### config.mk
export PLATFORM = sky130hd
export DESIGN_NAME = alu_arbiter
export DESIGN_NICKNAME = d
export VERILOG_FILES = /design/src/rtl/alu_arbiter.sv
export SDC_FILE = /design/constraint.sdc
export NUM_CORES = 1
export LEC_CHECK = 0
export ABC_AREA = 1
export BUFFER_PORTS_ARGS = -buffer_cell sky130_fd_sc_hd__buf_4
export CORE_MARGIN = 2
export CORE_UTILIZATION = 46
export CTS_BUF_LIST = sky130_fd_sc_hd__clkbuf_2
export DETAILED_ROUTE_END_ITERATION = 10
export HOLD_SLACK_MARGIN = 0.05
export PLACE_DENSITY = 0.82
export RECOVER_POWER = 50
export SYNTH_ARGS = -nofsm -noshare
export SYNTH_HDL_FRONTEND = slang
export SYNTH_SLANG_ARGS = --single-unit
### constraint.sdc
create_clock -name clk -period 1.3 [get_ports clk]
set_input_delay 0.065 -clock clk [delete_from_list [all_inputs] [get_ports clk]]
set_output_delay 0.065 -clock clk [all_outputs]
set_load 0.05 [all_outputs]
### src/rtl/alu_arbiter.sv
// Round-robin arbiter that shares one combinational ALU between two requesters.
// One operation in flight: accept in IDLE, evaluate in EXEC, hand the result back in RESP.
module alu_arbiter #(
    parameter int WIDTH  = 16,
    parameter int CTRL_W = 2
) (
    input  logic              clk,
    input  logic              rst_n,
    input  logic              req0_valid,
    output logic              req0_ready,
    input  logic [CTRL_W-1:0] req0_ctrl,
    input  logic [WIDTH-1:0]  req0_a,
    input  logic [WIDTH-1:0]  req0_b,
    input  logic              req1_valid,
    output logic              req1_ready,
    input  logic [CTRL_W-1:0] req1_ctrl,
    input  logic [WIDTH-1:0]  req1_a,
    input  logic [WIDTH-1:0]  req1_b,
    output logic [CTRL_W-1:0] alu_ctrl,
    output logic [WIDTH-1:0]  alu_a,
    output logic [WIDTH-1:0]  alu_b,
    input  logic [WIDTH-1:0]  alu_result,
    input  logic              alu_lt,
    output logic              rsp_valid,
    output logic              rsp_id,
    output logic [WIDTH-1:0]  rsp_result,
    output logic              rsp_lt,
    input  logic              rsp_ready
);

    typedef enum logic [1:0] {
        IDLE = 2'd0,
        EXEC = 2'd1,
        RESP = 2'd2
    } state_t;

    state_t            state_r;
    logic              last_r;
    logic              id_r;
    logic              grant_valid_s;
    logic              grant_id_s;
    logic [CTRL_W-1:0] sel_ctrl_s;
    logic [WIDTH-1:0]  sel_a_s;
    logic [WIDTH-1:0]  sel_b_s;

    // Grant decision: only in IDLE and never while reset is asserted; ties go to the non-last requester.
    always_comb begin
        grant_valid_s = 1'b0;
        grant_id_s    = 1'b0;
        if (rst_n && (state_r == IDLE)) begin
            if (req0_valid && req1_valid) begin
                grant_valid_s = 1'b1;
                grant_id_s    = ~last_r;
            end else if (req0_valid) begin
                grant_valid_s = 1'b1;
                grant_id_s    = 1'b0;
            end else if (req1_valid) begin
                grant_valid_s = 1'b1;
                grant_id_s    = 1'b1;
            end else begin
                grant_valid_s = 1'b0;
                grant_id_s    = 1'b0;
            end
        end else begin
            grant_valid_s = 1'b0;
            grant_id_s    = 1'b0;
        end
    end

    // Operand mux toward the ALU registers, steered by the winner.
    always_comb begin
        sel_ctrl_s = {CTRL_W{1'b0}};
        sel_a_s    = {WIDTH{1'b0}};
        sel_b_s    = {WIDTH{1'b0}};
        if (grant_id_s) begin
            sel_ctrl_s = req1_ctrl;
            sel_a_s    = req1_a;
            sel_b_s    = req1_b;
        end else begin
            sel_ctrl_s = req0_ctrl;
            sel_a_s    = req0_a;
            sel_b_s    = req0_b;
        end
    end

    assign req0_ready = grant_valid_s & ~grant_id_s;
    assign req1_ready = grant_valid_s &  grant_id_s;

    // Control FSM with the ALU operand and response registers.
    always_ff @(posedge clk) begin
        if (!rst_n) begin
            state_r    <= IDLE;
            last_r     <= 1'b1;
            id_r       <= 1'b0;
            alu_ctrl   <= {CTRL_W{1'b0}};
            alu_a      <= {WIDTH{1'b0}};
            alu_b      <= {WIDTH{1'b0}};
            rsp_valid  <= 1'b0;
            rsp_id     <= 1'b0;
            rsp_result <= {WIDTH{1'b0}};
            rsp_lt     <= 1'b0;
        end else begin
            case (state_r)
                IDLE: begin
                    if (grant_valid_s) begin
                        alu_ctrl <= sel_ctrl_s;
                        alu_a    <= sel_a_s;
                        alu_b    <= sel_b_s;
                        id_r     <= grant_id_s;
                        last_r   <= grant_id_s;
                        state_r  <= EXEC;
                    end else begin
                        state_r  <= IDLE;
                    end
                end
                EXEC: begin
                    rsp_result <= alu_result;
                    rsp_lt     <= alu_lt;
                    rsp_id     <= id_r;
                    rsp_valid  <= 1'b1;
                    state_r    <= RESP;
                end
                RESP: begin
                    // rsp_* stay frozen under backpressure; leaving RESP does not also accept.
                    if (rsp_ready) begin
                        rsp_valid <= 1'b0;
                        state_r   <= IDLE;
                    end else begin
                        state_r   <= RESP;
                    end
                end
                default: begin
                    rsp_valid <= 1'b0;
                    state_r   <= IDLE;
                end
            endcase
        end
    end

endmodule

* After elaboration in Yosys (flattened, before gate mapping)
Index checks and enable logic that the tools add are counted.
Storage, ports and cells: bits in read-only memories 0, memories 0, output and inout port bits 55, bits in latches 0, input bits 90, register bits after elaboration 57, memory bits (writable) 0
Cells by class: $lt $le $gt $ge 0, reduce and logical (&&, ||, !) cells 5, muxes and demuxes 15, multiply operators 0, bitwise operators 5, equal/unequal tests 3, shifts and indexed selects 0, add/subtract/negate cells 0, div/mod/pow operators 0
Operator list (count):
- 16-bit 2-to-1 mux | 2
- 1-bit 2-to-1 mux | 9
- 2-bit one-hot mux with 3 select lines | 1
- 2-bit 2-to-1 mux | 2
- 2-bit AND reduction | 2
- 1-bit inverter | 3
- 1-bit one-hot mux with 3 select lines | 1
- 1-bit AND | 2
- 2-bit by 1-bit equality test with 1-bit output, second input constant | 1
- 2-bit equality test, second input constant | 1
- 1-bit logical AND | 2
- 2-bit zero test | 1
- 2-bit != test, second input constant | 1

* Depth between registers and ports, before layout
Gate-level depths: netlist of the first run.
word-level depth 6, depth in mapped cells 8

* Worst setup path after synthesis of the first run
OpenSTA, ideal clock, no wires.
kind reg-to-reg, from register state_r[0], to register last_r, required time 1.236 ns, setup slack -0.391 ns, stages on the path, launching flop included 7, path buffers 1, setup time 0.064 ns, data arrival time 1.627 ns, path through dfxtp_1 > nor2_2 > nand2_1 > buf_4 > nor2_1 > inv_1 > nand3_1
Between the ends: cells in the longest elaborated chain, start to end 4
Ends and longest elaborated chain:
- start, declared | line 37 | state_t state_r;
- start signal, assigned | line 92 | state_r <= IDLE;
- start signal, assigned | line 111 | state_r <= EXEC;
- start signal, assigned | line 113 | state_r <= IDLE;
- 2-bit zero test (*) | line 50, 103
- 1-bit logical AND | line 50 | if (rst_n && (state_r == IDLE)) begin
- 1-bit 2-to-1 mux | line 50
- 2-bit AND reduction (no line)
- end signal, assigned | line 110 | last_r <= grant_id_s;
- end, declared | line 38 | logic last_r;
Mark *: on every way between the ends. The rest lies on a longest branch, timed or not. A chain may end at the register's enable or synchronous reset.

* Worst setup path in the final report of the first run
from register state_r[0], to output req1_ready
Between the ends: cells in the longest elaborated chain, start to end 4
Ends and longest elaborated chain:
- 2-bit zero test (*) | line 50
- 1-bit logical AND (*) | line 50
- 1-bit 2-to-1 mux | line 50
- 1-bit AND (*) | line 87 | assign req1_ready = grant_valid_s & grant_id_s;
- end, declared | line 15 | output logic req1_ready,
Marked as above.

==> impl_metrics.csv, run 1 <==
group,metric,value,unit
sta,finalClockSkew,0.0423,ns
critical_path,cp-start-kind,"flop",
floorplan,core-area,5820,um2
outcome,status,"finished, violations left",
cells_and_area,final_nets,732,
floorplan,dieArea,6550,um2
logic_synthesis,synth_cell_type_count,18,
drt,drc,0,
cells_and_area,antenna_cells,0,
critical_path,crit_required,1.24,ns
sta,max_slew.worst_pin.slew,0.474,ns
grt,grt_pass1_vias,3546,
pwr,pwr-share-comb,0.413,
clocking,clockBufferDepth,2,
floorplan,rows,28,
grt,met3_usage,0.0722,
drt,drt_pass1_iterations,4,
critical_path,cp_slowest_cell,"dfxtp_2",
logic_synthesis,synth_cells,403,
run,maxCapViolCount,0,
pwr,p_int,0.00328,W
critical_path,arrival,1.50,ns
drt,drt_iter0_drc,250,
logic_synthesis,synth_area,2720,um2
pwr,clkPwrFrac,0.212,
sta,hold_viol_final,0,
sta,final-max-slew-violation-count,0,
sta,fmax,639,MHz
logic_synthesis,yosysTopAreaCellShare,0.419,
placement,io_buffer_count,144,
pwr,p_leak,2.60,nW
cells_and_area,drive_gt1_frac,0.379,
sta,fin_setup_tns,-1.19,ns
sta,final-setup-viol-count,15,
grt,use_met2,0.625,
critical_path,critPathCaptureType,"output pin",
critical_path,critPathMaxStageDelay,0.37,ns
logic_synthesis,synth_nets,493,
pwr,switchingPower,0.00213,W
sta,maxSlewHeadroom,0.683,
pwr,netSwitchingFraction,0.394,
logic_synthesis,yosysSeqAreaShare,0.419,
drt,post_drt_wl_per_cell,17.3,um
logic_synthesis,synth-seq-cells,57,
cells_and_area,area_growth,91.6,%
pwr,fin_total_pwr,0.00542,W
sta,post-route-min-period,1.56,ns
clocking,clkLatencyLatePin,0.51,ns
clocking,cts-root-buf,"clkbuf_2",
pwr,ir_worst_vdd,0.694,mV
pwr,power_frac_seq,0.375,
grt,grt_overflow,0,
critical_path,cp_cell_sequence,"nor2_4, nand2_2, buf_12, nor2_4, buf_8",
logic_synthesis,avgSynthCellArea,6.76,um2
logic_synthesis,synth.area.top_cells,"dfxtp_1, nand2_1, nor2_1",
clocking,cts_tree,"built",
drt,routed_wl,12.5,mm
logic_synthesis,yosysWarnings,0,
critical_path,criticalPathCategory,"reg2out",
drt,postRouteAntennaNets,0,
grt,grt_max_degree,46,
clocking,htreeDepth,3,
placement,gp_congestion,0.731,
outcome,violations,"setup timing",
hold_path,hold_class,"in2reg",
placement,place_area,3910,um2
clocking,clkTransAtPathRegs,0.20,ns
drt,vias,3781,
logic_synthesis,yosys.area.top_type,"dfxtp_1",
placement,hpwlAfterDp,5.25,mm
grt,grt_pass1_wl,16.6,mm
clocking,cts-buffers-inserted,9,
grt,grt.total_usage,0.334,
floorplan,fp.dieH,81.0,um
grt,antenna_found_initial,0,
sta,finalCritPeriodShare,1.20,
cells_and_area,fin_area,5220,um2
floorplan,start_util,0.468,
critical_path,crit_fanout,23,
drt,post_drt_via_cell_ratio,5.24,
grt,grt_util_met1,0.351,
sta,setup_slack,-0.265,ns
grt,grt-busiest-layer,"met2",
sta,grt_setup_unrepaired,"true",
pwr,power_density,1040,nW/um2
floorplan,io_pins,145,
floorplan,die_width,81.0,um
clocking,cts.sinks,57,
critical_path,path_common_cell,"nor2_4",
-- layer usage --
metal	vias up	part of all wire	wire length [um]
met5	-	0	0
met4	0	0.041	514
li1	1730	-	-
met1	1724	0.36	4550
met3	58	0.089	1110
met2	269	0.50	6290
-- area by class of cell --
cell class              instances  area [um2]
repair buffers                253        2280
multi-input cells             278        1430
inverters                      43         166
clock buffers                  10        50.0
fillers                       275         596
clock inverters                 6        58.8
flip-flops and latches         57        1140
well taps                      75        93.8
-- cell families after synthesis --
| family | count (synthesis) | share of synthesized area |
|---|---|---|
| compound gates | 65 | 0.140 |
| buf+inv | 68 | 0.111 |
| simple gates | 213 | 0.331 |
| flops | 57 | 0.419 |
-- state kept, by name, indices dropped and copies added (netlist names) --
register / cells
last_r: 1
alu_ctrl: 2
alu_b: 16
rsp_result: 16
rsp_id: 1
id_r: 1
rsp_valid: 1
alu_a: 16
rsp_lt: 1
state_r: 2
-- final timing paths --
path	from	to	slack, ns	cells after the start
worst min-delay path	rst_n	alu_b[7]	0.16	6
worst max-delay path	state_r[0]	req1_ready	-0.26	5
worst max register to register	state_r[0]	alu_a[14]	-0.12	9
worst min register to register	last_r	last_r	0.49	2
-- layout by cell type, fill, tap and decap left out, types with 2 or more instances in the layout --
| master | instances |
|---|---|
| buf_4 | 150 |
| dlygate4sd3_1 | 88 |
| nand2_1 | 84 |
| nor2_1 | 59 |
| dfxtp_1 | 54 |
| inv_1 | 38 |
| o21bai_1 | 21 |
| or2_2 | 20 |
| o21ai_0 | 19 |
| a21oi_1 | 18 |
| nand2_2 | 14 |
| nand3_1 | 14 |
| clkbuf_2 | 10 |
| nor3_2 | 7 |
| a21oi_2 | 6 |
| buf_12 | 6 |
| nor3_1 | 5 |
| nor2_4 | 4 |
| inv_2 | 4 |
| clkbuf_16 | 3 |
| buf_6 | 3 |
| dfxtp_2 | 3 |
| buf_8 | 3 |
| nor2_2 | 2 |
| or2_4 | 2 |
| clkinv_1 | 2 |
-- critical path: cells and delay by family, from the launching register on --
family / cells / cell delay (ns)
flops: 1 / 0.37
buf+inv: 2 / 0.31
simple gates: 3 / 0.31
-- repair_timing --
| action | in CTS | in global routing |
|---|---|---|
| pin swaps | 1 | 10 |
| setup endpoints to repair | 2 | 26 |
| gates resized for setup | 10 | 46 |
| buffers inserted | 3 | 2 |
| hold endpoints to repair | 54 | 0 |
| gates cloned | 0 | 4 |
| hold buffers | 88 | 0 |
-- Yosys cell counts --
cell	number
buf_2	10
nor2_2	2
o21ai_0	19
nand3_2	1
clkbuf_1	8
nor2_1	63
inv_2	4
a21oi_1	24
dfxtp_1	57
nor3_1	12
nand2_2	1
or2_2	22
nand2_1	98
o21bai_1	22
inv_1	39
nand3_1	14
buf_6	2
buf_4	5
-- stage by stage --
| stage | utilization | worst slack [ns] | cells | hold slack [ns] |
|---|---|---|---|---|
| final | 0.898 | -0.265 | 722 | 0.158 |
| after global placement | 0.672 | 0.146 | 609 | 0.316 |
| after floorplan | - | 0.0716 | 403 | 0.230 |
| after detailed placement | 0.672 | 0.102 | 609 | 0.327 |
| after global routing | 0.898 | -0.328 | 722 | 0.142 |
| after CTS | 0.852 | -0.263 | 716 | 0.115 |
-- power groups by stage --
stage | Sequential, W | Clock [W] | Combinational [W]
3_3_place_gp | 0.00204 | 0 | 0.00169
2_1_floorplan | 0.00257 | 0 | 0.000584
5_1_grt | 0.00204 | 0.00123 | 0.00235
3_5_place_dp | 0.00204 | 0 | 0.00171
4_1_cts | 0.00201 | 0.00113 | 0.00196
6_report | 0.00203 | 0.00115 | 0.00224
Note: power is estimated with default switching activity, not from simulation.
==> inputs of run 2 (changes only) <==
--- a/config.mk
+++ b/config.mk
@@ -7,7 +7,7 @@
 export LEC_CHECK = 0
 export ABC_AREA = 1
 export BUFFER_PORTS_ARGS = -buffer_cell sky130_fd_sc_hd__buf_4
-export CORE_MARGIN = 2
+export CORE_MARGIN = 5
 export CORE_UTILIZATION = 46
 export CTS_BUF_LIST = sky130_fd_sc_hd__clkbuf_2
 export DETAILED_ROUTE_END_ITERATION = 10
==> run 2 against run 1 <==
Compared with the run above: the run still ends with setup timing left; hold slack got worse by 0.031 ns; first-iteration DRC count fell by 38%; clock skew fell by 0.018 ns; clock-buffer cell count fell by 1; critical endpoint unchanged.
==> impl_metrics.csv, run 2 (synthesis gave the netlist of run 1 again) <==
group,metric,value,unit
outcome,status,"finished, violations left",
sta,hold_viol_final,0,
cells_and_area,drive_gt1_frac,0.378,
placement,gp_congestion,0.789,
hold_path,whs_path_depth,6,
placement,hpwlAfterDp,5.73,mm
cells_and_area,final_core_util,0.896,
clocking,clockBufferDepth,2,
critical_path,crit_fanout,12,
critical_path,arrival,1.41,ns
sta,final-max-slew-violation-count,0,
grt,grt.total_usage,0.300,
sta,finalCritPeriodShare,1.13,
sta,setup_slack,-0.173,ns
pwr,fin_total_pwr,0.00569,W
pwr,netSwitchingFraction,0.364,
sta,final-setup-viol-count,31,
grt,grt_max_degree,26,
grt,antenna_found_initial,0,
drt,post_drt_via_cell_ratio,5.11,
pwr,pwr-share-comb,0.382,
grt,grt_overflow,0,
clocking,clkTransAtPathRegs,0.17,ns
pwr,power_density,1090,nW/um2
placement,io_buffer_count,144,
clocking,clkLatencyLatePin,0.46,ns
critical_path,cp-start-kind,"flop",
pwr,p_int,0.00362,W
sta,max_slew.worst_pin.slew,0.335,ns
drt,drt_pass1_iterations,5,
clocking,cts-buffers-inserted,9,
grt,grt_pass1_wl,17.5,mm
run,maxCapViolCount,0,
floorplan,core-area,5850,um2
floorplan,io_pins,145,
pwr,switchingPower,0.00207,W
critical_path,crit_required,1.24,ns
sta,post-route-min-period,1.47,ns
critical_path,criticalPathCategory,"reg2out",
drt,postRouteAntennaNets,0,
clocking,htreeDepth,3,
floorplan,dieArea,7560,um2
grt,grt_pass1_vias,3771,
clocking,cts_tree,"built",
sta,finalClockSkew,0.0247,ns
pwr,power_frac_seq,0.355,
hold_path,hold_class,"in2reg",
floorplan,rows,28,
sta,maxSlewHeadroom,0.776,
drt,drc,0,
sta,hold_slack,0.127,ns
pwr,p_leak,2.63,nW
sta,grt_setup_unrepaired,"true",
cells_and_area,reg_top3,"alu_a x16, alu_b x16, rsp_result x16",
critical_path,critPathCaptureType,"output pin",
cells_and_area,fin_area,5240,um2
critical_path,reg2reg_depth,7,
sta,fmax,679,MHz
clocking,cts.sinks,57,
pwr,clkPwrFrac,0.263,
cells_and_area,area_growth,92.5,%
cells_and_area,final_cell_mix,"buf_4, nand2_1, dlygate4sd3_1",
floorplan,fp.dieH,87.0,um
floorplan,die_width,87.0,um
drt,post_drt_wl_per_cell,16.7,um
cells_and_area,final_nets,734,
clocking,cts-root-buf,"clkbuf_2",
floorplan,start_util,0.466,
placement,place_area,3900,um2
cells_and_area,final_common_cell,"buf_4",
drt,routed_wl,12.1,mm
drt,drt_iter0_drc,155,
pwr,ir_worst_vdd,0.914,mV
outcome,violations,"setup timing",
drt,vias,3705,
[run 2: cell types whose count changed in the layout (fill, tap and decap cells not counted), sizes merged]
cell / delta
bufinv: +2
diode: +1
buf: -22
clkbuf: +20
dlygate4sd3: +2
clkinvlp: -1
bufbuf: +1
[run 2: worst max-delay path: stages (launching register included)]
cell,delay (ns)
dfxtp_2,0.36
nand2_2,0.07
nand2_4,0.09
buf_12,0.15
nor2_4,0.12
buf_8,0.16
[run 2: power by group through the flow]
stage	Clock (W)	Sequential, W	Combinational (W)
global route	0.00158	0.00204	0.00230
finish	0.00150	0.00202	0.00218
global placement	0	0.00204	0.00169
CTS	0.00149	0.00201	0.00205
floorplan	0	0.00257	0.000584
detailed placement	0	0.00204	0.00171
[run 2: final timing paths]
path / endpoint / start / slack (ns)
setup / recovery: req1_ready / last_r / -0.17
setup reg to reg: alu_b[13] / state_r[0] / -0.16
hold reg to reg: rsp_valid / state_r[1] / 0.49
hold / removal: id_r / rst_n / 0.13
[run 2: through the flow]
stage,TNS (ns),cells,setup slack [ns]
2_1_floorplan,0,403,0.0716
3_3_place_gp,0,608,0.172
3_5_place_dp,0,608,0.0884
4_1_cts,-0.552,722,-0.206
5_1_grt,-5.13,724,-0.275
6_report,-1.67,725,-0.173
[run 2: timing repair]
item                       in CTS  in global routing
hold buffers                   90                  0
gates cloned                    3                  1
pin swaps                       5                 14
setup endpoints to repair       2                 36
resized for setup              18                 36
hold endpoints to repair       53                  0
setup buffers                   5                  1
[run 2: per-layer routing]
layer | vias up | routed length, um | track usage | share of wire
li1 | 1731 | - | - | -
met3 | 66 | 871 | 0.0738 | 0.072
met4 | 0 | 645 | 0.170 | 0.053
met2 | 219 | 6380 | 0.569 | 0.53
met5 | - | 0 | 0 | 0
met1 | 1689 | 4220 | 0.289 | 0.35
[run 2: area by class of cell]
type | count | area [um2]
Timing Repair Buffer | 255 | 2240
Inverter | 43 | 166
Sequential cell | 57 | 1140
Antenna cell | 1 | 2.50
Clock inverter | 7 | 109
Fill cell | 280 | 607
Multi-Input combinational cell | 278 | 1440
Clock buffer | 9 | 45.0
Tap cell | 75 | 93.8
==> inputs of run 3 (changes only) <==
--- a/config.mk
+++ b/config.mk
@@ -14,6 +14,7 @@
 export HOLD_SLACK_MARGIN = 0.05
 export PLACE_DENSITY = 0.82
 export RECOVER_POWER = 50
+export SKIP_CTS_REPAIR_TIMING = 1
 export SYNTH_ARGS = -nofsm -noshare
 export SYNTH_HDL_FRONTEND = slang
 export SYNTH_SLANG_ARGS = --single-unit
==> constraint.sdc (replaced) <==
create_clock -name clk -period 1.3 [get_ports clk]
set_input_delay 0.065 -clock clk [delete_from_list [all_inputs] [get_ports clk]]
set_output_delay 0.065 -clock clk [all_outputs]
set_load 0.02 [all_outputs]
==> run 3 against run 2 <==
Compared with the run above: the flow still finishes with violations (setup timing); sequential share of layout area up 0.26 points; first-iteration DRC count down 5.2%; final cell count down 0.41%; power down 7.0%; flip-flop and latch count unchanged; worst setup slack worse by 0.072 ns; routed wire length down 7.8%; clock-buffer cell count up 1; register-to-register slack better by 0.06 ns; core utilization down 0.77 points; critical path type unchanged; critical endpoint is now req0_ready; largest power group is now registers; highest routed layer unchanged.
==> impl_metrics.csv, run 3 (synthesis gave the netlist of run 1 again) <==
group,metric,value,unit
outcome,status,"finished, violations left",
outcome,violations,"setup timing",
clocking,cts.sinks,57,
pwr,fin_total_pwr,0.00530,W
drt,routed_wl,11.2,mm
clocking,cts_tree,"built",
cells_and_area,reg_top3,"alu_a x16, alu_b x16, rsp_result x16",
pwr,pwr-share-comb,0.335,
critical_path,crit_required,1.24,ns
drt,post_drt_via_cell_ratio,5.02,
pwr,switchingPower,0.00166,W
pwr,power_frac_seq,0.381,
drt,drt_iter0_drc,147,
sta,post-route-min-period,1.55,ns
grt,grt_max_degree,45,
placement,io_buffer_count,144,
floorplan,dieArea,7560,um2
cells_and_area,fill_cells,283,
critical_path,timing.rr.start,"state_r[1]",
cells_and_area,stdcell_count,722,
clocking,clockBufferDepth,2,
drt,vias,3626,
sta,hold_viol_final,0,
grt,antenna_found_initial,1,
pwr,clkPwrFrac,0.284,
critical_path,cp-start-kind,"flop",
critical_path,critPathCaptureType,"output pin",
pwr,p_leak,2.60,nW
grt,grt.total_usage,0.205,
sta,final-setup-viol-count,26,
critical_path,arrival,1.48,ns
critical_path,criticalPathCategory,"reg2out",
pwr,netSwitchingFraction,0.314,
floorplan,start_util,0.466,
cells_and_area,final_nets,730,
grt,grt_pass1_wl,12.3,mm
run,maxCapViolCount,0,
sta,maxSlewHeadroom,0.733,
pwr,ir_worst_vdd,0.891,mV
floorplan,fp.dieH,87.0,um
cells_and_area,fin_area,5200,um2
hold_path,whs_path_depth,6,
placement,place_area,3900,um2
critical_path,r2r-end,"alu_b[11]",
sta,fmax,647,MHz
critical_path,startpoint,"state_r[1]",
sta,max_slew.worst_pin.slew,0.401,ns
grt,grt_overflow,0,
pwr,power_density,1020,nW/um2
clocking,clkLatencyLatePin,0.48,ns
clocking,cts-root-buf,"clkbuf_2",
hold_path,min_to,"alu_b[9]",
sta,fin_setup_tns,-1.11,ns
critical_path,crit_fanout,3,
sta,grt_setup_unrepaired,"true",
cells_and_area,final_common_cell,"buf_4",
clocking,clkTransAtPathRegs,0.17,ns
hold_path,hold_class,"in2reg",
floorplan,die_width,87.0,um
sta,finalClockSkew,0.0184,ns
grt,grt_pass1_vias,2727,
sta,finalCritPeriodShare,1.19,
sta,setup_slack,-0.245,ns
placement,gp_congestion,0.816,
cells_and_area,drive_gt1_frac,0.363,
floorplan,io_pins,145,
cells_and_area,final_cell_mix,"buf_4, nand2_1, dlygate4sd3_1",
cells_and_area,area_growth,90.9,%
floorplan,rows,28,
placement,placed_cells,607,
drt,drt_pass1_iterations,6,
drt,post_drt_wl_per_cell,15.5,um
drt,drc,0,
hold_path,hp-start,"req1_valid",
floorplan,core-area,5850,um2
placement,hpwlAfterDp,5.66,mm
clocking,htreeDepth,3,
sta,final-max-slew-violation-count,0,
critical_path,reg2reg_slack,-0.10,ns
pwr,p_int,0.00363,W
clocking,cts-buffers-inserted,9,
critical_path,reg2reg_depth,7,
drt,postRouteAntennaNets,0,
## run 3: cell type report
type | count | area [um2] | share of cell area
repair buffers | 251 | 2230 | 0.430
flip-flops and latches | 57 | 1150 | 0.221
clock inverters | 6 | 106 | 0.0205
clock buffers | 10 | 50.0 | 0.00963
multi-input cells | 278 | 1400 | 0.269
well taps | 75 | 93.8 | 0.0181
inverters | 43 | 164 | 0.0315
diodes | 2 | 5.00 | 0.000963
## run 3: metrics by stage
step	setup slack, ns	hold slack, ns	utilization
after floorplan	0.0240	0.230	-
after global placement	0.141	0.315	0.666
after detailed placement	0.0743	0.322	0.666
after CTS	-0.407	-0.202	0.693
after global routing	-0.370	0.235	0.888
final	-0.245	0.261	0.889
## run 3: routing by layer
metal / part of all wire / up-vias / GRT usage / wire length, um
met5: 0 / - / 0 / 0
met4: 0.033 / 0 / 0.0921 / 370
met3: 0.072 / 39 / 0.0605 / 799
met2: 0.55 / 182 / 0.346 / 6110
met1: 0.35 / 1680 / 0.239 / 3890
li1: - / 1725 / - / -
## run 3: power by group through the flow
stage	Clock, W	Combinational (W)	Sequential [W]
floorplan	0	0.000568	0.00222
global placement	0	0.00133	0.00204
detailed placement	0	0.00135	0.00204
CTS	0.00153	0.00136	0.00201
global route	0.00162	0.00192	0.00203
finish	0.00150	0.00178	0.00202
## run 3: critical path, cell delays in order, from the launching register on
cell	delay, ns
dfxtp_4	0.39
nor2_4	0.17
nand3_4	0.11
buf_12	0.14
nor2_4	0.08
buf_6	0.12
## run 3: worst max-delay path by stage
stage,endpoint,slack [ns],cells past startpoint
2_1_floorplan,last_r,0.02,6
5_1_grt,req0_ready,-0.37,5
4_1_cts,req0_ready,-0.41,5
6_report,req0_ready,-0.25,5
3_3_place_gp,alu_b[15],0.14,7
3_5_place_dp,alu_a[14],0.07,7
